===== src/rtl/sdf_bf2_stage.sv =====
// -----------------------------------------------------------------------------
// sdf_bf2_stage
// Radix-2 single-path delay-feedback (SDF) butterfly stage. It works with an
// external N-deep delay line for each of re and im. Frames are 2N samples long.
//   - Fill half (cnt < N): input samples go into the delay line. The tail of
//     the delay line, which holds the previous frame's differences, is offered
//     as an output with out_diff=1.
//   - Butterfly half (cnt >= N): the stage forms (tail+in)>>>1 and
//     (tail-in)>>>1. The sum goes out with out_diff=0, and the difference
//     goes back into the delay line.
//
// Ports
//   clk, reset            : clock, synchronous active-high reset
//   in_valid, in_sof      : input qualifier, start-of-frame marker
//   in_re, in_im          : input sample (BW+1 bits, signed)
//   sr_out_re, sr_out_im  : delay-line tails (sample pushed N accepts ago)
//   sr_valid              : delay-line shift enable (= in_valid, 0 in reset)
//   sr_in_re, sr_in_im    : delay-line inputs (combinational)
//   out_valid             : registered output qualifier
//   out_re, out_im        : registered butterfly output
//   out_diff              : 1 = difference term, 0 = sum term
//   out_idx               : position within the half-frame (twiddle address)
// -----------------------------------------------------------------------------
module sdf_bf2_stage #(
    parameter int BW = 16,
    parameter int N  = 64
) (
    input  logic                    clk,
    input  logic                    reset,
    input  logic                    in_valid,
    input  logic                    in_sof,
    input  logic signed [BW:0]      in_re,
    input  logic signed [BW:0]      in_im,
    input  logic signed [BW:0]      sr_out_re,
    input  logic signed [BW:0]      sr_out_im,
    output logic                    sr_valid,
    output logic signed [BW:0]      sr_in_re,
    output logic signed [BW:0]      sr_in_im,
    output logic                    out_valid,
    output logic signed [BW:0]      out_re,
    output logic signed [BW:0]      out_im,
    output logic                    out_diff,
    output logic [$clog2(N)-1:0]    out_idx
);

    localparam int CW = $clog2(2 * N);
    localparam int IW = $clog2(N);
    localparam logic [CW-1:0] CNT_LAST = CW'(2 * N - 1);

    // The sum is halved with a floor shift at BW+2 bits, so it cannot overflow.
    function automatic logic signed [BW:0] half_sum(input logic signed [BW:0] a,
                                                    input logic signed [BW:0] b);
        logic signed [BW+1:0] s;
        s = {a[BW], a} + {b[BW], b};
        return s[BW+1:1];
    endfunction

    function automatic logic signed [BW:0] half_diff(input logic signed [BW:0] a,
                                                     input logic signed [BW:0] b);
        logic signed [BW+1:0] s;
        s = {a[BW], a} - {b[BW], b};
        return s[BW+1:1];
    endfunction

    logic [CW-1:0]          cnt_q, cnt_d;
    logic                   primed_q, primed_d;
    logic                   out_valid_q, out_valid_d;
    logic signed [BW:0]     out_re_q, out_re_d;
    logic signed [BW:0]     out_im_q, out_im_d;
    logic                   out_diff_q, out_diff_d;
    logic [IW-1:0]          out_idx_q, out_idx_d;

    logic                   sof_s;
    logic                   mid_sof_s;
    logic [CW-1:0]          cnt_eff_s;
    logic                   bf_s;
    logic                   primed_eff_s;
    logic                   cand_valid_s;
    logic                   cand_diff_s;
    logic signed [BW:0]     cand_re_s, cand_im_s;

    // An accepted sof makes the sample index 0. A sof in mid-frame also
    // drops primed for this sample, so stale differences are not emitted.
    assign sof_s        = in_valid & in_sof;
    assign mid_sof_s    = sof_s & (cnt_q != {CW{1'b0}});
    assign cnt_eff_s    = sof_s ? {CW{1'b0}} : cnt_q;
    assign bf_s         = cnt_eff_s[CW-1];
    assign primed_eff_s = primed_q & ~mid_sof_s;
    assign cand_valid_s = bf_s | primed_eff_s;
    assign sr_valid     = in_valid & ~reset;

    // Phase routing: pick the delay-line input and the output candidate.
    always_comb begin
        sr_in_re    = in_re;
        sr_in_im    = in_im;
        cand_re_s   = sr_out_re;
        cand_im_s   = sr_out_im;
        cand_diff_s = 1'b1;
        if (bf_s) begin
            sr_in_re    = half_diff(sr_out_re, in_re);
            sr_in_im    = half_diff(sr_out_im, in_im);
            cand_re_s   = half_sum(sr_out_re, in_re);
            cand_im_s   = half_sum(sr_out_im, in_im);
            cand_diff_s = 1'b0;
        end else begin
            sr_in_re    = in_re;
            sr_in_im    = in_im;
            cand_re_s   = sr_out_re;
            cand_im_s   = sr_out_im;
            cand_diff_s = 1'b1;
        end
    end

    // Next state: the counter, primed, and the output register load or hold.
    always_comb begin
        cnt_d       = cnt_q;
        primed_d    = primed_q;
        out_valid_d = 1'b0;
        out_re_d    = out_re_q;
        out_im_d    = out_im_q;
        out_diff_d  = out_diff_q;
        out_idx_d   = out_idx_q;
        if (in_valid) begin
            cnt_d       = cnt_eff_s + CW'(1);
            primed_d    = (cnt_eff_s == CNT_LAST) ? 1'b1 : primed_eff_s;
            out_valid_d = cand_valid_s;
            if (cand_valid_s) begin
                out_re_d   = cand_re_s;
                out_im_d   = cand_im_s;
                out_diff_d = cand_diff_s;
                // N is a power of two, so the low bits give cnt or cnt-N.
                out_idx_d  = cnt_eff_s[IW-1:0];
            end else begin
                out_re_d   = out_re_q;
                out_im_d   = out_im_q;
                out_diff_d = out_diff_q;
                out_idx_d  = out_idx_q;
            end
        end else begin
            cnt_d       = cnt_q;
            primed_d    = primed_q;
            out_valid_d = 1'b0;
        end
    end

    // State and output registers with a synchronous reset.
    always_ff @(posedge clk) begin
        if (reset) begin
            cnt_q       <= {CW{1'b0}};
            primed_q    <= 1'b0;
            out_valid_q <= 1'b0;
            out_re_q    <= {(BW+1){1'b0}};
            out_im_q    <= {(BW+1){1'b0}};
            out_diff_q  <= 1'b0;
            out_idx_q   <= {IW{1'b0}};
        end else begin
            cnt_q       <= cnt_d;
            primed_q    <= primed_d;
            out_valid_q <= out_valid_d;
            out_re_q    <= out_re_d;
            out_im_q    <= out_im_d;
            out_diff_q  <= out_diff_d;
            out_idx_q   <= out_idx_d;
        end
    end

    assign out_valid = out_valid_q;
    assign out_re    = out_re_q;
    assign out_im    = out_im_q;
    assign out_diff  = out_diff_q;
    assign out_idx   = out_idx_q;

endmodule

===== config.mk =====
export PLATFORM = sky130hd
export DESIGN_NAME = sdf_bf2_stage
export DESIGN_NICKNAME = d
export VERILOG_FILES = /design/src/rtl/sdf_bf2_stage.sv
export SDC_FILE = /design/constraint.sdc
export NUM_CORES = 1
export LEC_CHECK = 0
export BUFFER_PORTS_ARGS = -buffer_cell sky130_fd_sc_hd__buf_2
export CORE_MARGIN = 2
export CORE_UTILIZATION = 55
export CTS_CLUSTER_SIZE = 24
export DETAILED_ROUTE_END_ITERATION = 10
export GPL_ROUTABILITY_DRIVEN = 0
export HOLD_SLACK_MARGIN = 0.06
export PLACE_DENSITY = 0.92
export SLEW_MARGIN = 30
export SYNTH_ARGS = -nofsm -noshare
export SYNTH_HDL_FRONTEND = slang
export SYNTH_SLANG_ARGS = --single-unit

===== constraint.sdc =====
create_clock -name clk -period 3.99 [get_ports clk]
set_input_delay 0.9975 -clock clk [delete_from_list [all_inputs] [get_ports clk]]
set_output_delay 0.9975 -clock clk [all_outputs]
set_load 0.005 [all_outputs]

# After elaboration in Yosys (flattened, before gate mapping)
# Cells that the tools add are included.
[totals] out_inout_bits=77 register_bits=50
[op_classes] eq_ne=1 n_mux=7 n_bitwise=8 n_addsub=5 reduce_logical=3
[op_table] op="$mux W17" n=4
[op_table] op="$add A17 B17 Y18" n=2
[op_table] op="$sub A17 B17 Y18" n=2
[op_table] op="$add A7 B1 Y7 const B" n=1
[op_table] op="$eq A7 B7 Y1 const B" n=1
[op_table] op="$mux W7" n=1
[op_table] op="$reduce_bool A7 Y1" n=1
[op_table] op="$and A1 B1 Y1" n=4
[op_table] op="$not A1 Y1" n=3
[op_table] op="$mux W1" n=2
[op_table] op="$reduce_and A2 Y1" n=1
[op_table] op="$reduce_or A2 Y1" n=1
[op_table] op="$or A1 B1 Y1" n=1

# Depth between registers and ports, before layout
# Gate-level depths: netlist (run 1).
[logic_depth] depth_word=6 mapped_depth=10

# Worst setup path before layout (run 1)
# Ideal clock, no wire load.
[synth_timing] kind="input port to output port" startpoint="input in_re[3]" endpoint="output sr_in_re[15]" arrival_time_ns=2.832 path_buffers=1 cell_stages=10 slack_ns=0.160 path_cell_list="inv_1 ha_1 clkbuf_1 o21a_1 o31a_1 o31ai_1 a311oi_1 o41ai_1 xor2_1 o21ai_0"
[synth_via] elab_chain_len=2
[synth_lines] item="from (decl)" line_no="32" text="input logic signed [BW:0] in_re,"
[synth_lines] item="$sub A17 B17 Y18" line_no="61" text="s = {a[BW], a} - {b[BW], b};"
[synth_lines] item="$mux W17" line_no="99" text="if (bf_s) begin"
[synth_lines] item="to (decl)" line_no="37" text="output logic signed [BW:0] sr_in_re,"
# No other way between the ends.

# Final worst setup path (run 1)
[layout_timing] startpoint="input in_re[0]" endpoint="output sr_in_re[7]"
# Same word-level chain as after synthesis.

==> impl_metrics.ini, run 1 <==
[power_and_ir_drop]
clockPowerShare_pct = 22.6
finalPower_mw = 1.69
swShare_pct = 37.6
p_seq_share_pct = 29.7
p_sw_mw = 0.636
p_leak_nw = 3.61
power.density_nw_per_um2 = 222
power.internal_mw = 1.06
ir_worst_vdd_mv = 0.165
power_frac_comb_pct = 47.8

[critical_path]
worstSetupStartpointType = input port
cp_slowest_cell = o31a_1
worstSetupPathType = input port to primary output
cp-end-kind = primary output
crit_required_ns = 2.99
path_max_fanout = 3
arrival_ns = 3.10
crit_path_cell_trace = buf_6, nor2b_4, fa_2, nor2b_4, o31a_1, buf_4, o21ai_1, a21oi_1, o21ai_1, mux2i_1, o211ai_1, buf_2
slowest_delay_ns = 0.31

[sta]
period_minus_slack_ns = 4.10
setup_viol_count_final = 3
finalClockSkew_ns = 0.00583
rsz0062_at_grt = true
fmax_mhz = 244
setup_ws_ns = -0.111
hold_slack_ns = 0.469
maxSlewHeadroom_pct = 50.6
finalCritPeriodShare_pct = 103
maxSlewViolCount = 0
finalHoldViolCount = 0
tightest_slew_ns = 0.741

[floorplanning]
ios = 149
fp.dieH_um = 107
design.core.area_um2 = 10300
start_util_pct = 56.4
std_cell_rows = 37
die-area_um2 = 11400
die_w_um = 107

[detailed_routing]
wl_um = 19000
drc_errors = 0
first_pass_iters = 5
vias_per_cell = 6.04
final_antenna_net_count = 0
vias = 6909
initialDrtViolationCount = 445
routedWlPerCell_um = 16.6

[cells_and_area]
most-common-layout-cells = 144 x buf_2, 95 x buf_4, 82 x nor2_1
area_growth_pct = 31.4
ff_latch_area_um2 = 1000
nFillCells = 754
diodes = 0
multiInputGateArea_um2 = 4610
drive_gt1_share_pct = 30.7
finalNonFillerCells = 1144
final_common_cell = buf_2
final_net_count = 1148

[placed_design]
dp_cells = 1126
port_buffers = 148
dp_hpwl_um = 13800

[yosys]
synth_edf_count = 0
synth.avg_cell_area_um2 = 7.18
netlist_instances = 808
synthArstFlopShare_pct = 0
syn_area_um2 = 5800
ys_warn_count = 0
synth-seq-area-share_pct = 17.3
synthFlopType = dfxtp_1
ys_ff_latch = 50
synthDistinctLibCells = 72
syn-num-nets = 949

[global_routing]
grt_max_degree = 24
antenna_found_initial = 0
grt_pass1_vias = 6338
grt_pass1_wl_um = 28600
gr-total-overflow = 0
grt.total_usage_pct = 30.1

[clock_network]
insertion_delay_ns = 0.31
cts_buffers = 5
cts.sinks = 50
htreeDepth = 2
cts_root_buffer = clkbuf_8
cts_max_path_buffers = 2
cts_tree = done
path_clk_slew_ns = 0.10

[run]
cap_violations = 0

[outcome]
outcome = complete, but fails checks
violations = negative setup slack

[min_path]
worstHoldPathType = register to register
[critical path: cells and delay by family]
family,cells,cell delay (ns)
adder cells (fa/ha/maj),1,0.28
AND/OR/NAND/NOR,2,0.21
buffers and inverters,3,0.37
multiplexers,1,0.24
AO/OA/AOI/OAI,5,1.00
[path summary, 6_finish.rpt]
check,from,to,slack [ns],cells after the start
worst max register to register,cnt_q[3]$_SDFFE_PP0P_,out_im[14]$_SDFFE_PP0P_,1.30,7
worst min register to register,out_im[4]$_SDFFE_PP0P_,out_im[4]$_SDFFE_PP0P_,0.47,2
worst max-delay path,in_re[0],sr_in_re[7],-0.11,12
worst min-delay path,out_im[4]$_SDFFE_PP0P_,out_im[4]$_SDFFE_PP0P_,0.47,2
[what timing repair did]
action                     in CTS  in global routing
pin swaps                       7                 23
buffers inserted                4                  7
setup endpoints to repair      12                 15
hold buffers                    0                  0
gates resized for setup        23                 43
[metal layers]
layer  GRT usage [%]  part of all wire (%)  vias up
met5               0                     0        -
met3            3.28                   8.4       66
met4            9.37                   3.3        0
met1            36.4                    39     3178
met2            55.5                    50      400
li1                -                     -     3265
[layout make-up]
type	count	share of cell area (%)
Clock inverter	3	0.640
Clock buffer	5	0.903
Tap cell	136	2.23
Multi-Input combinational cell	645	60.5
Timing Repair Buffer	243	19.5
Inverter	62	3.09
Sequential cell	50	13.1
[kinds of logic after synthesis]
group,after synthesis,share of synthesized area [%]
AO/OA/AOI/OAI,257,28.5
multiplexers,14,2.50
XOR/XNOR,44,6.64
flip-flops,50,17.3
buffers and inverters,113,8.02
AND/OR/NAND/NOR,261,21.6
adder cells (fa/ha/maj),69,15.4
[through the flow]
step / setup TNS [ns] / setup slack, ns / utilization, % / area [um^2]
6_report: -0.184 / -0.111 / 74.2 / 7620
3_3_place_gp: -0.497 / -0.171 / 69.4 / 7130
3_5_place_dp: -0.987 / -0.203 / 69.4 / 7130
5_1_grt: -0.726 / -0.229 / 74.2 / 7620
2_1_floorplan: 0 / 0.160 / - / 5800
4_1_cts: -0.0494 / -0.0227 / 71.8 / 7380
[sequential cells by signal, indices dropped and copies added (netlist names)]
| register | cells |
|---|---|
| out_valid | 1 |
| out_im | 17 |
| cnt_q | 7 |
| out_re | 17 |
| out_idx | 6 |
| out_diff | 1 |
| primed_q | 1 |
[power groups by stage]
stage          Clock, mW  Sequential [mW]  Combinational [mW]
6_report           0.382            0.502               0.808
3_3_place_gp           0            0.513               0.677
4_1_cts            0.379            0.502               0.729
3_5_place_dp           0            0.514               0.698
5_1_grt            0.401            0.502               0.874
2_1_floorplan          0            0.513               0.446
[synth_stat cells (all sizes together), types with 9 or more instances]
cell type,number,area [um^2]
nor4,9,62.6
ha,65,813
nor2b,17,106
nand2,73,274
nor3,26,140
clkbuf,34,128
dfxtp,50,1000
inv,61,229
mux2i,13,130
nor2,86,340
xor2,14,123
buf,17,105
a211oi,12,90.1
xnor2,30,263
o21ai,77,385
a21oi,70,350
Note: power is estimated with default switching activity, not from simulation.
==> run 2: changes to the inputs <==
- ABC_AREA: default -> 1
- CORE_UTILIZATION: 55 -> 56
- CTS_BUF_LIST: default -> sky130_fd_sc_hd__clkbuf_8 sky130_fd_sc_hd__clkbuf_16
==> run 2 against run 1 <==
- the flow now finishes without violations
- worst setup slack gained 0.27 ns
- power grew 1.5%
- first-iteration DRC count grew 90%
- maximum frequency grew 7.1%
- synthesized cell count is 41% higher
- cell area is 1.3% lower
- combinational power down 12%
- critical path depth rose by 1
- synthesized area rose by 14%
- highest routed layer unchanged
==> impl_metrics.ini, run 2 <==
[global_routing]
gr-total-overflow = 0
antenna_found_initial = 0
grt_max_degree = 53
grt_pass1_vias = 6785
grt_pass1_wl_um = 31100
grt.total_usage_pct = 29.3

[cells_and_area]
area_growth_pct = 14.1
final_common_cell = nand2_1
drive_gt1_share_pct = 16.5
nFillCells = 1055
most-common-layout-cells = 355 x nand2_1, 148 x buf_2, 130 x inv_1
finalNonFillerCells = 1413
stdcell_area_um2 = 7520
diodes = 0
final_net_count = 1410
final_util_pct = 65.6

[sta]
hold_slack_ns = 0.441
maxSlewViolCount = 0
rsz0062_at_grt = false
fmax_mhz = 261
finalHoldViolCount = 0
maxSlewHeadroom_pct = 54.3
finalSetupTns_ns = 0
finalClockSkew_ns = 0.00416
finalCritPeriodShare_pct = 96.0
setup_viol_count_final = 0
period_minus_slack_ns = 3.83
tightest_slew_ns = 0.685

[clock_network]
cts.sinks = 50
cts_max_path_buffers = 2
cts_buffers = 5
htreeDepth = 2
cts_setup_buffers = 0
cts_tree = done
path_clk_slew_ns = 0.07
insertion_delay_ns = 0.29
cts_root_buffer = clkbuf_16

[yosys]
synthTopCellsByArea = nand2_1 20%, dfxtp_1 15%, ha_1 12%
yosysMostFrequentCell = nand2_1
synthDistinctLibCells = 49
syn-num-nets = 1283
synth-seq-area-share_pct = 15.2
synth_edf_count = 0
synthArstFlopShare_pct = 0
ys_ff_latch = 50
syn_area_um2 = 6590
synth.top_cell.area_share_pct = 20.3
synth_common_cells = 357 x nand2_1, 130 x inv_1, 113 x nor2_1
netlist_instances = 1142
yosys.area.top_type = nand2_1
ys_warn_count = 0
synthFlopType = dfxtp_1
synth.avg_cell_area_um2 = 5.77

[critical_path]
regToRegStartpoint = cnt_q[6]$_SDFFE_PP0P_
cp-end-kind = primary output
arrival_ns = 2.83
worstSetupPathType = input port to primary output
ff2ff_path_depth = 8
r2r_slack_ns = 1.96
crit_required_ns = 2.99
path_max_fanout = 4
worstSetupStartpointType = input port
r2r_end = out_im[8]$_SDFFE_PP0P_

[detailed_routing]
wl_um = 19000
drc_errors = 0
vias = 7878
first_pass_iters = 6
vias_per_cell = 5.58
routedWlPerCell_um = 13.5
initialDrtViolationCount = 847
final_antenna_net_count = 0

[min_path]
whs_path_depth = 2
worstHoldPathType = register to register
hp-start = out_idx[4]$_SDFFE_PP0P_
holdPathEnd = out_idx[4]$_SDFFE_PP0P_

[power_and_ir_drop]
power_frac_comb_pct = 41.4
p_sw_mw = 0.648
swShare_pct = 37.7
power.internal_mw = 1.07
power.density_nw_per_um2 = 228
ir_worst_vdd_mv = 0.305
clockPowerShare_pct = 29.4
p_leak_nw = 4.15
p_seq_share_pct = 29.2

[floorplanning]
std_cell_rows = 39
design.core.area_um2 = 11500
die-area_um2 = 12700
die_w_um = 113
fp.dieH_um = 113
ios = 149
start_util_pct = 57.5

[outcome]
outcome = completed

[run]
cap_violations = 0

[placed_design]
dp_cells = 1405
dp_hpwl_um = 15200
port_buffers = 148
placed_cell_area_um2 = 7340
-- run 2: worst max-delay path by stage --
stage / from / to / slack [ns] / depth (start not counted)
2_1_floorplan: sr_out_re[0] / sr_in_re[15] / 0.71 / 14
3_3_place_gp: sr_out_im[0] / sr_in_im[13] / 0.27 / 14
3_5_place_dp: sr_out_re[0] / sr_in_re[15] / 0.22 / 15
4_1_cts: sr_out_re[0] / sr_in_re[15] / 0.21 / 15
5_1_grt: sr_out_re[0] / sr_in_re[13] / 0.03 / 15
6_report: sr_out_im[0] / sr_in_im[13] / 0.16 / 13
-- run 2: logic make-up after synthesis --
family / share of synthesized area [%]
buffers and inverters: 12.9
DFF: 15.2
and+or+nand+nor: 40.0
xor gates and xnor gates: 1.33
adders and majority gates: 13.5
AOI/OAI and AO/OA: 17.0
-- run 2: power groups by stage --
stage	logic (mW)	registers, mW	clock network [mW]
global placement	0.674	0.513	0
global route	0.793	0.501	0.538
detailed placement	0.687	0.513	0
floorplan	0.499	0.513	0
CTS	0.690	0.502	0.512
finish	0.711	0.502	0.505
-- run 2: stage by stage --
| step | total power [mW] | setup slack, ns |
|---|---|---|
| finish | 1.72 | 0.161 |
| floorplan | 1.01 | 0.706 |
| detailed placement | 1.20 | 0.218 |
| global placement | 1.19 | 0.269 |
| global route | 1.83 | 0.0341 |
| CTS | 1.70 | 0.213 |
-- run 2: area by class of cell --
class                           instances  area, um^2  share of cell area, %
Clock buffer                            6         139                   1.85
Multi-Input combinational cell        905        4750                   63.1
Sequential cell                        50        1000                   13.3
Timing Repair Buffer                  168         891                   11.8
Tap cell                              143         179                   2.38
Inverter                              139         527                   7.00
Clock inverter                          2        38.8                  0.516
-- run 2: worst max-delay path, cell delays in order --
cell and delay, ns:
buf_2 0.09, inv_1 0.04, nand2_1 0.13, inv_1 0.07
fa_1 0.47, o21ai_2 0.26, nand2_1 0.08, nand2_1 0.14
nand4_1 0.15, nand3_1 0.14, nand3_1 0.08, nand2_1 0.07
buf_2 0.10
-- run 2: routing by layer --
metal  vias to the layer above  share of wire (%)  wire length, um  track usage, %
li1                       3941                  -                -               -
met1                      3447                 44             8410            40.7
met2                       440                 43             8180            46.9
met3                        50                 11             2020            6.43
met4                         0                2.2              418            5.85
met5                         -                  0                0               0
-- run 2: repair_timing --
item                                    CTS  global route
resized for setup                         0             2
endpoints found under the setup margin    0             1
hold buffers                              0             0
==> run 3: changes to the inputs <==
- BUFFER_PORTS_ARGS: -buffer_cell sky130_fd_sc_hd__buf_2 -> default
- CORE_UTILIZATION: 56 -> 60
- DONT_BUFFER_PORTS: default -> 1
- PLACE_DENSITY: 0.92 -> 0.86
==> run 3 against run 2 <==
- count of clock-buffer cells in the layout stayed put
- core utilization fell by 4.4 points
- maximum frequency grew 0.94%
- critical path type unchanged
- largest cell class unchanged
- sequential cell count unchanged
- worst setup slack improved by 0.036 ns
==> impl_metrics.ini, run 3 (synthesis gave the netlist of run 2 again) <==
[sta]
tightest_slew_ns = 0.712
finalHoldViolCount = 0
maxSlewViolCount = 0
finalSetupTns_ns = 0
rsz0062_at_grt = false
finalCritPeriodShare_pct = 95.1
maxSlewHeadroom_pct = 52.5
finalClockSkew_ns = 0.00517
setup_viol_count_final = 0
period_minus_slack_ns = 3.79
hold_slack_ns = 0.468
fmax_mhz = 264

[cells_and_area]
stdcell_area_um2 = 6600
diodes = 0
area_growth_pct = 0.133
final_common_cell = nand2_1
most-common-layout-cells = 357 x nand2_1, 130 x inv_1, 113 x nor2_1
final_util_pct = 61.2
drive_gt1_share_pct = 4.32
final_net_count = 1250

[min_path]
holdPathEnd = out_re[0]$_SDFFE_PP0P_
hp-start = out_re[0]$_SDFFE_PP0P_
whs_path_depth = 2
worstHoldPathType = register to register

[power_and_ir_drop]
ir_worst_vdd_mv = 0.141
power.density_nw_per_um2 = 217
p_leak_nw = 3.40
finalPower_mw = 1.44

[global_routing]
grt.total_usage_pct = 30.3
antenna_found_initial = 0
grt_pass1_wl_um = 29200
grt_pass1_vias = 6255
gr-total-overflow = 0
grt_max_degree = 53

[critical_path]
cp_slowest_cell = fa_1
ff2ff_path_depth = 8
crit_required_ns = 2.99
cp-end-kind = primary output
crit_family = simple AND/OR/NAND/NOR gates
crit_buf_inv = 3
crit_path_cell_trace = inv_1, nand2_1, inv_1, fa_1, inv_1, nand2_1, o21ai_2, nand2_1, nand2_1, nand4_1, nand2_1, nand2_1, nand3_1, nand2_1
r2r_end = out_re[7]$_SDFFE_PP0P_
worstSetupPathType = input port to primary output
arrival_ns = 2.80
worstSetupStartpointType = input port
path_max_fanout = 4
cp_common_cell = nand2_1
worst-path-stages = 14
r2r_slack_ns = 2.08
regToRegStartpoint = cnt_q[6]$_SDFFE_PP0P_
slowest_delay_ns = 0.39

[floorplanning]
design.core.area_um2 = 10800
fp.dieH_um = 109
start_util_pct = 61.1
std_cell_rows = 38
die_w_um = 109
die-area_um2 = 11800
ios = 149

[clock_network]
cts_root_buffer = clkbuf_8
postCtsResizedCells = 0
hold_buffers = 0
insertion_delay_ns = 0.30
cts_max_path_buffers = 2
cts.sinks = 50
cts_tree = done
cts_buffers = 5
htreeDepth = 2
path_clk_slew_ns = 0.09
cts_setup_buffers = 0

[placed_design]
port_buffers = 0
placed_cell_area_um2 = 6500
dp_hpwl_um = 14600

[run]
cap_violations = 0

[detailed_routing]
routedWlPerCell_um = 14.6
vias = 7121
initialDrtViolationCount = 640
final_antenna_net_count = 0
drc_errors = 0
vias_per_cell = 5.70
wl_um = 18200
first_pass_iters = 6

[outcome]
outcome = completed
[run 3: layout make-up]
class,instances,area [um^2]
multi-input cells,905,4740
fillers,1087,4190
flip-flops and latches,50,1000
inverters,139,527
well taps,140,175
clock buffers,6,82.6
repair buffers,8,60.1
clock inverters,2,16.3
[run 3: worst register-to-register path, delay by kind of cell (launching register included)]
kind | cells | cell delay, ns
flip-flops | 1 | 0.32
AND/OR/NAND/NOR | 5 | 0.86
buffers and inverters | 2 | 0.58
AO/OA/AOI/OAI | 1 | 0.06
[run 3: per-layer routing]
layer	up-vias	GRT usage [%]	share of wire, %
met2	358	46.9	41
met3	40	9.80	13
met5	-	0	0
met4	0	6.50	2.0
li1	3625	-	-
met1	3098	41.3	44
[run 3: how the worst max path moves through the flow]
stage | start | slack, ns | endpoint
after detailed placement | sr_out_re[0] | 0.30 | sr_in_re[13]
after global placement | sr_out_re[0] | 0.32 | sr_in_re[13]
after floorplan | sr_out_re[0] | 0.71 | sr_in_re[15]
final | sr_out_re[0] | 0.20 | sr_in_re[13]
after CTS | sr_out_re[0] | 0.29 | sr_in_re[13]
after global routing | sr_out_re[0] | 0.07 | sr_in_re[15]
[run 3: power breakdown]
part	internal [mW]	switching, mW	total, mW
clock network	0.143	0.172	0.315
registers	0.500	0.00107	0.501
logic	0.206	0.413	0.619
[run 3: stage by stage]
stage | setup WS (ns) | instances
after floorplan | 0.706 | 1142
after global placement | 0.317 | 1242
after detailed placement | 0.303 | 1242
after CTS | 0.291 | 1250
after global routing | 0.0685 | 1250
final | 0.196 | 1250
